`src/rtl/captura_clave.sv`:
```
// rtl/captura_clave.sv - keypad capture of a 4-digit BCD access PIN
//
// Purpose: turns single-key strobes from the parking keypad into a 16-bit
// BCD PIN. Digits shift in from the right, 0xE deletes the last digit and
// 0xF sends a complete PIN. Capture runs only while a vehicle is present and
// no lockout is signalled. A partial PIN is dropped after TIMEOUT_CICLOS
// idle cycles.
//
// Ports:
//   clk              clock, rising edge
//   reset            asynchronous reset, active low
//   tecla_valida     key-pressed level, one press per rising edge
//   tecla[3:0]       key code (0-9 digit, E delete, F send, A-D invalid)
//   llegado_vehiculo vehicle at gate, enables capture
//   alarm_bloqueo    controller lockout, freezes capture
//   clave_ingresada  last sent PIN, first digit in [15:12]
//   clave_lista      one-cycle pulse when clave_ingresada updates
//   digitos[2:0]     digits currently held in the buffer (0-4)
//   error_tecla      one-cycle pulse on a rejected key
//   timeout_clave    one-cycle pulse when a partial PIN is discarded

module captura_clave #(
    parameter int TIMEOUT_CICLOS = 1000
) (
    input  logic        clk,
    input  logic        reset,
    input  logic        tecla_valida,
    input  logic [3:0]  tecla,
    input  logic        llegado_vehiculo,
    input  logic        alarm_bloqueo,
    output logic [15:0] clave_ingresada,
    output logic        clave_lista,
    output logic [2:0]  digitos,
    output logic        error_tecla,
    output logic        timeout_clave
);

    localparam int CW = $clog2(TIMEOUT_CICLOS + 1);
    // The counter is compared one short of the limit so the pulse lands
    // exactly TIMEOUT_CICLOS edges after the last accepted key.
    localparam logic [CW-1:0] LIMITE = CW'(TIMEOUT_CICLOS - 1);

    typedef enum logic [1:0] {
        ESPERA  = 2'd0,
        CAPTURA = 2'd1,
        BLOQUEO = 2'd2
    } estado_t;

    estado_t estado;
    estado_t estado_sig;

    logic          tecla_prev;
    logic          tecla_aceptada;
    logic          activa;

    logic [15:0]   buffer;
    logic [15:0]   buffer_sig;
    logic [2:0]    digitos_sig;
    logic [15:0]   clave_sig;
    logic          lista_sig;
    logic          error_sig;
    logic          timeout_sig;
    logic [CW-1:0] cuenta;
    logic [CW-1:0] cuenta_sig;

    assign tecla_aceptada = tecla_valida & ~tecla_prev;

    // Keys act only when the FSM is already in CAPTURA and no higher-priority
    // transition is pending on this edge; this is also what makes a key on
    // the very edge the vehicle arrives get ignored.
    assign activa = (estado == CAPTURA) && !alarm_bloqueo && llegado_vehiculo;

    // State register
    always_ff @(posedge clk or negedge reset) begin
        if (!reset) begin
            estado <= ESPERA;
        end else begin
            estado <= estado_sig;
        end
    end

    // Next-state logic
    always_comb begin
        estado_sig = estado;
        if (alarm_bloqueo) begin
            estado_sig = BLOQUEO;
        end else begin
            case (estado)
                BLOQUEO: estado_sig = llegado_vehiculo ? CAPTURA : ESPERA;
                CAPTURA: estado_sig = llegado_vehiculo ? CAPTURA : ESPERA;
                ESPERA:  estado_sig = llegado_vehiculo ? CAPTURA : ESPERA;
                default: estado_sig = ESPERA;
            endcase
        end
    end

    // Output / datapath logic: next values of every registered output
    always_comb begin
        buffer_sig  = buffer;
        digitos_sig = digitos;
        clave_sig   = clave_ingresada;
        lista_sig   = 1'b0;
        error_sig   = 1'b0;
        timeout_sig = 1'b0;
        cuenta_sig  = '0;

        if (!activa) begin
            buffer_sig  = 16'h0000;
            digitos_sig = 3'd0;
        end else if (tecla_aceptada) begin
            // Any accepted key, rejected or not, restarts the idle count.
            if (tecla <= 4'h9) begin
                if (digitos < 3'd4) begin
                    buffer_sig  = {buffer[11:0], tecla};
                    digitos_sig = digitos + 3'd1;
                end else begin
                    error_sig = 1'b1;
                end
            end else if (tecla == 4'hE) begin
                if (digitos != 3'd0) begin
                    buffer_sig  = buffer >> 4;
                    digitos_sig = digitos - 3'd1;
                end
            end else if (tecla == 4'hF) begin
                if (digitos == 3'd4) begin
                    clave_sig   = buffer;
                    lista_sig   = 1'b1;
                    buffer_sig  = 16'h0000;
                    digitos_sig = 3'd0;
                end else begin
                    error_sig = 1'b1;
                end
            end else begin
                error_sig = 1'b1;
            end
        end else if (digitos != 3'd0) begin
            if (cuenta == LIMITE) begin
                buffer_sig  = 16'h0000;
                digitos_sig = 3'd0;
                timeout_sig = 1'b1;
            end else begin
                cuenta_sig = cuenta + 1'b1;
            end
        end
    end

    // Registered outputs and datapath state
    always_ff @(posedge clk or negedge reset) begin
        if (!reset) begin
            tecla_prev      <= 1'b0;
            buffer          <= 16'h0000;
            digitos         <= 3'd0;
            clave_ingresada <= 16'h0000;
            clave_lista     <= 1'b0;
            error_tecla     <= 1'b0;
            timeout_clave   <= 1'b0;
            cuenta          <= '0;
        end else begin
            tecla_prev      <= tecla_valida;
            buffer          <= buffer_sig;
            digitos         <= digitos_sig;
            clave_ingresada <= clave_sig;
            clave_lista     <= lista_sig;
            error_tecla     <= error_sig;
            timeout_clave   <= timeout_sig;
            cuenta          <= cuenta_sig;
        end
    end

endmodule
```
`config.mk`:
```
export PLATFORM = sky130hd
export DESIGN_NAME = captura_clave
export DESIGN_NICKNAME = d
export VERILOG_FILES = /design/src/rtl/captura_clave.sv
export SDC_FILE = /design/constraint.sdc
export NUM_CORES = 1
export LEC_CHECK = 0
export CAP_MARGIN = 20
export CELL_PAD_IN_SITES_DETAIL_PLACEMENT = 2
export CELL_PAD_IN_SITES_GLOBAL_PLACEMENT = 2
export CORE_ASPECT_RATIO = 0.8
export CORE_MARGIN = 10
export CORE_UTILIZATION = 40
export CTS_CLUSTER_SIZE = 16
export DETAILED_ROUTE_END_ITERATION = 8
export MAX_ROUTING_LAYER = met4
export PLACE_DENSITY_LB_ADDON = 0.1
export SYNTH_ARGS = -nofsm -noshare
export SYNTH_HDL_FRONTEND = slang
export SYNTH_SLANG_ARGS = --single-unit
```
`constraint.sdc`:
```
create_clock -name clk -period 5.9 [get_ports clk]
set_input_delay 1.18 -clock clk [delete_from_list [all_inputs] [get_ports clk]]
set_output_delay 1.18 -clock clk [all_outputs]
set_load 0.005 [all_outputs]
```
=== After elaboration in Yosys (flattened, before gate mapping) ===
Cells that the tools add are included.

* Add/subtract/negate cells: 3
* Order comparisons: 2
* Equality and inequality tests: 12
* Muxes and demuxes: 44
* Bitwise gates (word level): 4
* Reduce and logical (&&, ||, !) cells: 8

{| class="wikitable"
|+ Operators by type and width
! operator !! count
|-
| $mux 16 || 10
|-
| $mux 10 || 4
|-
| $mux 3 || 10
|-
| $mux 1 || 19
|-
| $reduce_and 6->1 || 2
|-
| $add 10x1->10 const B || 1
|-
| $eq 10x10->1 const B || 1
|-
| $ne 5x2->1 const B || 2
|-
| $eq 4x4->1 const B || 2
|-
| $ne 4x3->1 const B || 2
|-
| $ne 3x2->1 const B || 2
|-
| $le 4x4->1 const B || 1
|-
| $add 3x1->3 const B || 1
|-
| $eq 3x3->1 const B || 1
|-
| $lt 3x3->1 const B || 1
|-
| $not 1->1 || 3
|-
| $reduce_bool 3->1 || 1
|-
| $reduce_or 3->1 || 1
|-
| $sub 3x1->3 const B || 1
|-
| $eq 2x1->1 const B || 1
|-
| $eq 2x2->1 const B || 1
|-
| $logic_and 1x1->1 || 2
|-
| $logic_not 2->1 || 1
|-
| $mux 2 || 1
|-
| other kinds (2) || 2
|}

* Register bits: 51
* Bits of input ports: 9
* Logic and storage cells: 82

=== Depth between registers and ports, before layout ===
Gate-level depths: netlist of run 1.

* Word-level depth: 7
* Depth in mapped cells: 9
* Depth with buffers taken out: 7

=== Worst setup path after synthesis of run 1 ===
OpenSTA, ideal clock, no wires.

* Path kind: input-to-reg
* From: input alarm_bloqueo
* To: register clave_ingresada[10]
* Setup time: 0.125 ns
* Data arrival time: 2.559 ns
* Data required time: 5.775 ns
* Path slack: 3.217 ns
* Cell stages on the path: 5
* Buffers on the path: 1
* Cell sequence: and4bb_2 > nand2_1 > nor3_2 > buf_6 > mux2_2

* Longest elaborated chain between the ends: 4

{| class="wikitable"
|+ Ends and longest elaborated chain
! item !! line !! source
|-
| from (decl) || 30 || <nowiki>input logic alarm_bloqueo,</nowiki>
|-
| $logic_not 1->1 || 71 || <nowiki>assign activa = (estado == CAPTURA) && !alarm_bloqueo && llegado_vehiculo;</nowiki>
|-
| $logic_and 1x1->1 (2 in series) || 71 ||
|-
| $reduce_and 6->1 (no source line) || n/a ||
|-
| to (signal assigned) || 162 || <nowiki>clave_ingresada <= clave_sig;</nowiki>
|-
| to (decl) || 31 || <nowiki>output logic [15:0] clave_ingresada,</nowiki>
|}

No other way between the ends.
A chain may end at the register's enable or synchronous reset.

=== Worst setup path in the final report of run 1 ===
* From: input tecla[1]
* To: register digitos[2]

* Longest elaborated chain between the ends: 5
* Elaborated cells between the ends (all ways): 12
* Those cells by class: 1 x order compare; 6 x eq/ne; 4 x mux; 1 x reduce/logical

{| class="wikitable"
|+ Ends and longest elaborated chain
! item !! line !! source
|-
| from (decl) || 28 || <nowiki>input logic [3:0] tecla,</nowiki>
|-
| branches (longest 5 deep; another with $le 4x4->1) || n/a ||
|-
| to (signal assigned) || 161 || <nowiki>digitos <= digitos_sig;</nowiki>
|-
| to (decl) || 33 || <nowiki>output logic [2:0] digitos,</nowiki>
|}

Parallel ways; which one is timed is not known.

==> metrics, run 1 <==
Post-route DRC=0; Flop pwr share=0.608; Crit path arrival time=3.32 ns; number of buffers inserted by hold repair at cts=0; nets@finish=226; Clock transition at path regs=about 0.09 ns; yosys warns=0; CP peak stage delay=0.56 ns; First-pass DRT Iterations=4; Clk pwr share=0.341; # diodes=0; fillcell total=about 550; H-tree levels=2; Worst-Skew Late Latency=0.30 ns; drt wl/cell=19.0 um; initial antenna violation count=0; MaxCap Viol Count=0; DRT iter0 DRCs=68; I/O pins=31; Avg Cell Area, Syn=12.7 um2; Die X=105 um; Buffers on Ports=30; proportion of layout cells with a drive suffix above 1=0.178; CP max FO=19; CP Depth=6; Final setup viols=0; Initial Util=0.416; ys flop type=dfrtp_1; first-pass GRT wire length=about 9.6 mm; Synth Register Bits=51; actual slew at the worst max-slew pin=around 0.7 ns; setup_tns=0 ns; Slew Limit Fails=0; Synth Net Count=193; Final Hold Vio Count=0; Worst setup SP type=input pin; sw frac=0.229; CTS Buf Count=5; routed via count=1548; post-cts resize count=0; buffer and inverter count on the worst path=1; Setup Skew=approximately 0.0073 ns; DPL Wire Length=4.06 mm; switching power=0.000132 W; Crit path max-delay family=compound AO/OA/AOI/OAI gates; Total GRT Usage=0.134; r2r worst-path depth=7; root buf cell=clkbuf_8; WL final=5.56 mm; final RePlAce weighted congestion=0.777; internal power=around 0.00044 W; Post-CTS Setup Bufs=0; CP required=6.09 ns; largest cells by area after synthesis=dfrtp_1 56%, mux2_2 7.9%, mux2i_1 4.4%; Setup CP Type=in -> reg; Pwr Density=211 nW/um2; crit path time final=about 3.1 ns; synthesized area=2290 um2; design area=2730 um2; setup ws final=2.78 ns; placed cell area=2630 um2; register area share after synthesis=0.558; clock sink count=51; Post-DRT Antenna Nets=0; Hold Path Cell Cnt=1; RSZ-0062 raised after global routing=false; status=completed; Logic pwr share=0.051; Syn Inst Count=180; number of global-route vias before repair=1725; CTS max path bufs=2; Slew Limit Headroom=0.523; Vias/cell=5.30; critical path endpoint category=flop; area grow syn2layout=19.5%; FFs w/ async S/R, synth=1.00; core area=about 5500 um2; leading area contributor after synthesis=dfrtp_1; EDFF count, synth=0; Final Cycle Share=0.529; hold crit path type=reg -> reg; CTS tree=yes; Cell variety after synth=43; crit path cell chain=clkdlybuf4s50_1 > o21a_1 > o22ai_1 > o211ai_1 > o211a_1 > a211o_1; Rows=24; top cell type's share of synthesized area=0.558; Leak=1.23 nW; Setup WS pre-CTS=roughly 2.5 ns; die height=roughly 88 um; die area=slightly above 9000 um2; slowest CP cell=clkdlybuf4s50_1; FMAX=320 MHz; total grt overflow=0; largest net degree at the start of global routing=52; Peak VDD IR=89.0 uV
registers in the layout, summed over array words and instances, names as in the netlist:
| name | count |
|---|---|
| buffer | 16 |
| clave_ingresada | 16 |
| cuenta | 10 |
| digitos | 3 |
| estado | 2 |
| clave_lista | 1 |
| error_tecla | 1 |
| tecla_prev | 1 |
| timeout_clave | 1 |
kinds of logic (layout without fill, tap and decap cells):
group	count (synthesis)	after routing	share of synthesized area
and+or+nand+nor	49	49	0.120
xor gates and xnor gates	8	8	0.0306
adders and majority gates	4	4	0.0219
muxes	26	26	0.123
AOI/OAI and AO/OA	31	31	0.110
DFF	51	51	0.558
buffers and inverters	11	45	0.0361
worst register-to-register path, delay by kind of cell (launching register included):
kind | cells | cell delay, ns
AOI/OAI and AO/OA | 5 | 1.35
buffers and inverters | 1 | 0.10
adders and majority gates | 1 | 0.22
DFF | 1 | 0.44
final timing paths:
path                                 start                 end  slack [ns]
worst min-delay path             estado[0]           estado[0]        0.44
min in group asynchronous            reset           cuenta[8]        0.79
max in group asynchronous            reset  clave_ingresada[2]        4.60
worst min register to register   estado[0]           estado[0]        0.44
worst max-delay path              tecla[1]          digitos[2]        2.78
worst max register to register  digitos[0]          digitos[2]        3.69
cells in the final DEF (no fill, tap or decap), drive strengths merged, types with 3 or more instances in the layout:
cell / n
xnor2: 4
mux2: 16
nand2: 7
o2bb2ai: 9
clkbuf: 6
inv: 4
a22o: 5
buf: 4
o21ai: 4
clkdlybuf4s50: 29
ha: 4
nor2: 14
nand2b: 3
a32o: 3
dfrtp: 51
xor2: 4
and3: 3
nor2b: 3
mux2i: 10
nand3: 7
through the flow:
step	hold slack [ns]	cells	power, W	util
2_1_floorplan	0.407	180	0.000370	-
3_3_place_gp	0.421	283	0.000385	0.478
3_5_place_dp	0.431	283	0.000386	0.478
4_1_cts	0.444	291	0.000586	0.493
5_1_grt	0.463	292	0.000608	0.497
6_report	0.441	292	0.000577	0.497
per-layer routing:
metal	part of all wire	GRT usage	wire length (um)	up-vias
li1	-	-	-	712
met4	0.010	0.0416	58	0
met2	0.49	0.214	2750	29
met1	0.46	0.166	2580	800
met3	0.032	0.0323	179	7
met5	0	-	0	-
cell type report:
type,count,area [um2],area share
Tap cell,78,97.6,0.0357
Clock inverter,2,12.5,0.00458
Sequential cell,51,1280,0.467
Timing Repair Buffer,33,330,0.121
Multi-Input combinational cell,118,927,0.339
Inverter,4,15.0,0.00550
Clock buffer,6,72.6,0.0266
cell usage after synthesis (2+ instances only):
| library cell | count |
|---|---|
| dfrtp_1 | 51 |
| mux2_2 | 16 |
| nor2_1 | 14 |
| mux2i_1 | 10 |
| o2bb2ai_1 | 9 |
| nand2_1 | 7 |
| nand3_1 | 7 |
| a22o_2 | 5 |
| ha_1 | 4 |
| inv_1 | 4 |
| o21ai_0 | 4 |
| xnor2_1 | 4 |
| xor2_1 | 4 |
| a32o_1 | 3 |
| nand2b_1 | 3 |
| nor2b_1 | 3 |
| a21oi_1 | 2 |
| and3_1 | 2 |
| buf_6 | 2 |
| nand3b_1 | 2 |
| o211ai_1 | 2 |
power by group through the flow:
stage          clock [W]  sequential [W]  combinational, W
2_1_floorplan          0        0.000358         0.0000118
3_3_place_gp           0        0.000358         0.0000267
3_5_place_dp           0        0.000358         0.0000284
4_1_cts         0.000206        0.000351         0.0000284
5_1_grt         0.000224        0.000351         0.0000327
6_report        0.000197        0.000351         0.0000294
Note: power is estimated with default switching activity, not from simulation.
==> run 2, diff against run 1 <==
--- a/config.mk
+++ b/config.mk
@@ -10,7 +10,7 @@
 export CELL_PAD_IN_SITES_GLOBAL_PLACEMENT = 2
 export CORE_ASPECT_RATIO = 0.8
 export CORE_MARGIN = 10
-export CORE_UTILIZATION = 40
+export CORE_UTILIZATION = 37
 export CTS_CLUSTER_SIZE = 16
 export DETAILED_ROUTE_END_ITERATION = 8
 export MAX_ROUTING_LAYER = met4
==> constraint.sdc (replaced) <==
create_clock -name clk -period 3.13 [get_ports clk]
set_input_delay 0.626 -clock clk [delete_from_list [all_inputs] [get_ports clk]]
set_output_delay 0.626 -clock clk [all_outputs]
set_load 0.005 [all_outputs]
==> metrics, run 2 (same netlist as run 1, synthesis figures left out) <==
setup_tns=0 ns (unchanged); Clock transition at path regs=0.10 ns (about the same); Final Hold Vio Count=0 (unchanged); Buffers on Ports=30 (unchanged); core area=5940 um2 (+8.2%); status=completed; first-pass GRT wire length=9.84 mm (+2.4%); Vias/cell=5.23 (-1.3%); MaxCap Viol Count=0 (unchanged); WL final=5.72 mm (+2.9%); # diodes=0 (unchanged); Post-DRT Antenna Nets=0 (unchanged); DPL Wire Length=4.11 mm (+1.2%); Crit path arrival time=2.86 ns (-0.46 ns); Setup CP Type=in -> reg; actual slew at the worst max-slew pin=0.668 ns (-0.0467 ns); most frequent cells in the layout=51 x dfrtp_1, 29 x clkdlybuf4s50_1, 16 x mux2_2, 14 x nor2_1, 10 x mux2i_1; routed via count=1554 (+0.39%); I/O pins=31 (unchanged); Post-CTS Setup Bufs=0 (unchanged); root buf cell=clkbuf_8; Slew Limit Headroom=0.555 (+0.0322); CTS tree=yes; H-tree levels=2 (unchanged); CP required=3.33 ns (-2.76 ns); slowest CP cell=clkdlybuf4s50_1; Worst-Skew Late Latency=0.31 ns (about the same); Post-route DRC=0 (unchanged); Crit path max-delay family=compound AO/OA/AOI/OAI gates; CTS Buf Count=5 (unchanged); FMAX=376 MHz; critical path endpoint category=flop; proportion of layout cells with a drive suffix above 1=0.190 (+0.0122); initial antenna violation count=0 (unchanged); Final setup viols=0 (unchanged); crit path cell chain=clkdlybuf4s50_1 > o21a_1 > o22ai_1 > o211ai_1 > o211a_1 > a22o_2; Slew Limit Fails=0 (unchanged); CTS max path bufs=2 (unchanged); Total GRT Usage=0.128 (-0.00645); die area=9740 um2 (+6.4%); CP Depth=6 (unchanged); Rows=25 (+4.2%); Leak=1.27 nW (+2.8%); CP max FO=19 (unchanged); Worst setup SP type=input pin; nets@finish=228 (+0.88%); Setup Skew=0.00766 ns (+0.000397 ns); Initial Util=0.385 (-0.0314); buffer and inverter count on the worst path=1 (unchanged); drt wl/cell=19.3 um (+1.1%); Die X=108 um (+3.2%); Finished Layout Cells=297 (+1.7%); largest net degree at the start of global routing=52 (unchanged); Pwr Density=452 nW/um2 (+110%); clock sink count=51 (unchanged); Peak VDD IR=241 uV (+170%); CP peak stage delay=0.56 ns (about the same); First-pass DRT Iterations=4 (unchanged); Placed Cells=288 (+1.8%); area grow syn2layout=22.6%; crit path time final=2.66 ns; Largest regs=buffer (16), clave_ingresada (16), cuenta (10); r2r worst-path depth=7 (unchanged); final RePlAce weighted congestion=0.750 (-3.4%); total grt overflow=0 (unchanged); die height=90.3 um (+3.1%); hold crit path type=in -> async; leading cell type in the layout, fill and taps excluded=dfrtp_1; post-cts resize count=0 (unchanged); number of buffers inserted by hold repair at cts=0 (unchanged); DRT iter0 DRCs=19 (-72%); Final Cycle Share=0.849; number of global-route vias before repair=1817 (+5.3%); RSZ-0062 raised after global routing=false
[run 2: final timing paths]
kind                       startpoint             to  slack (ns)
max in group asynchronous       reset      buffer[7]        2.37
hold / removal                  reset  timeout_clave        0.24
setup reg to reg           digitos[0]     buffer[15]        0.80
min in group clk            estado[1]      estado[0]        0.44
hold reg to reg             estado[1]      estado[0]        0.44
setup / recovery             tecla[1]     buffer[15]        0.47
[run 2: where the power goes]
group / switching, W / leakage [nW] / internal, W
Combinational: 0.0000342 / 0.495 / 0.0000216
Clock: 0.000229 / 0.0644 / 0.000319
Sequential: 0.00000113 / 0.707 / 0.000660
Total: 0.000265 / 1.27 / 0.00100
[run 2: layout make-up]
| class | instances | area [um2] |
|---|---|---|
| Tap cell | 81 | 101 |
| Inverter | 4 | 15.0 |
| Multi-Input combinational cell | 118 | 927 |
| Clock buffer | 5 | 68.8 |
| Timing Repair Buffer | 35 | 345 |
| Sequential cell | 51 | 1280 |
| Clock inverter | 3 | 67.6 |
| Fill cell | 604 | 3140 |
[run 2: per-stage QoR]
stage,cell area (um2),setup WS (ns),power [W],hold WS [ns],util
3_3_place_gp,2650,0.394,0.000725,0.421,0.445
5_1_grt,2800,0.328,0.00131,0.253,0.471
4_1_cts,2780,0.494,0.00128,0.445,0.468
3_5_place_dp,2650,0.222,0.000728,0.431,0.445
6_report,2800,0.471,0.00127,0.237,0.471
2_1_floorplan,2290,1.00,0.000697,0.330,-
[run 2: routing by layer]
metal  part of all wire  vias to the layer above  GRT usage
li1                   -                      713          -
met1               0.45                      816      0.155
met2               0.51                       22      0.209
met3              0.029                        3     0.0285
met4             0.0047                        0     0.0333
met5                  0                        -          -
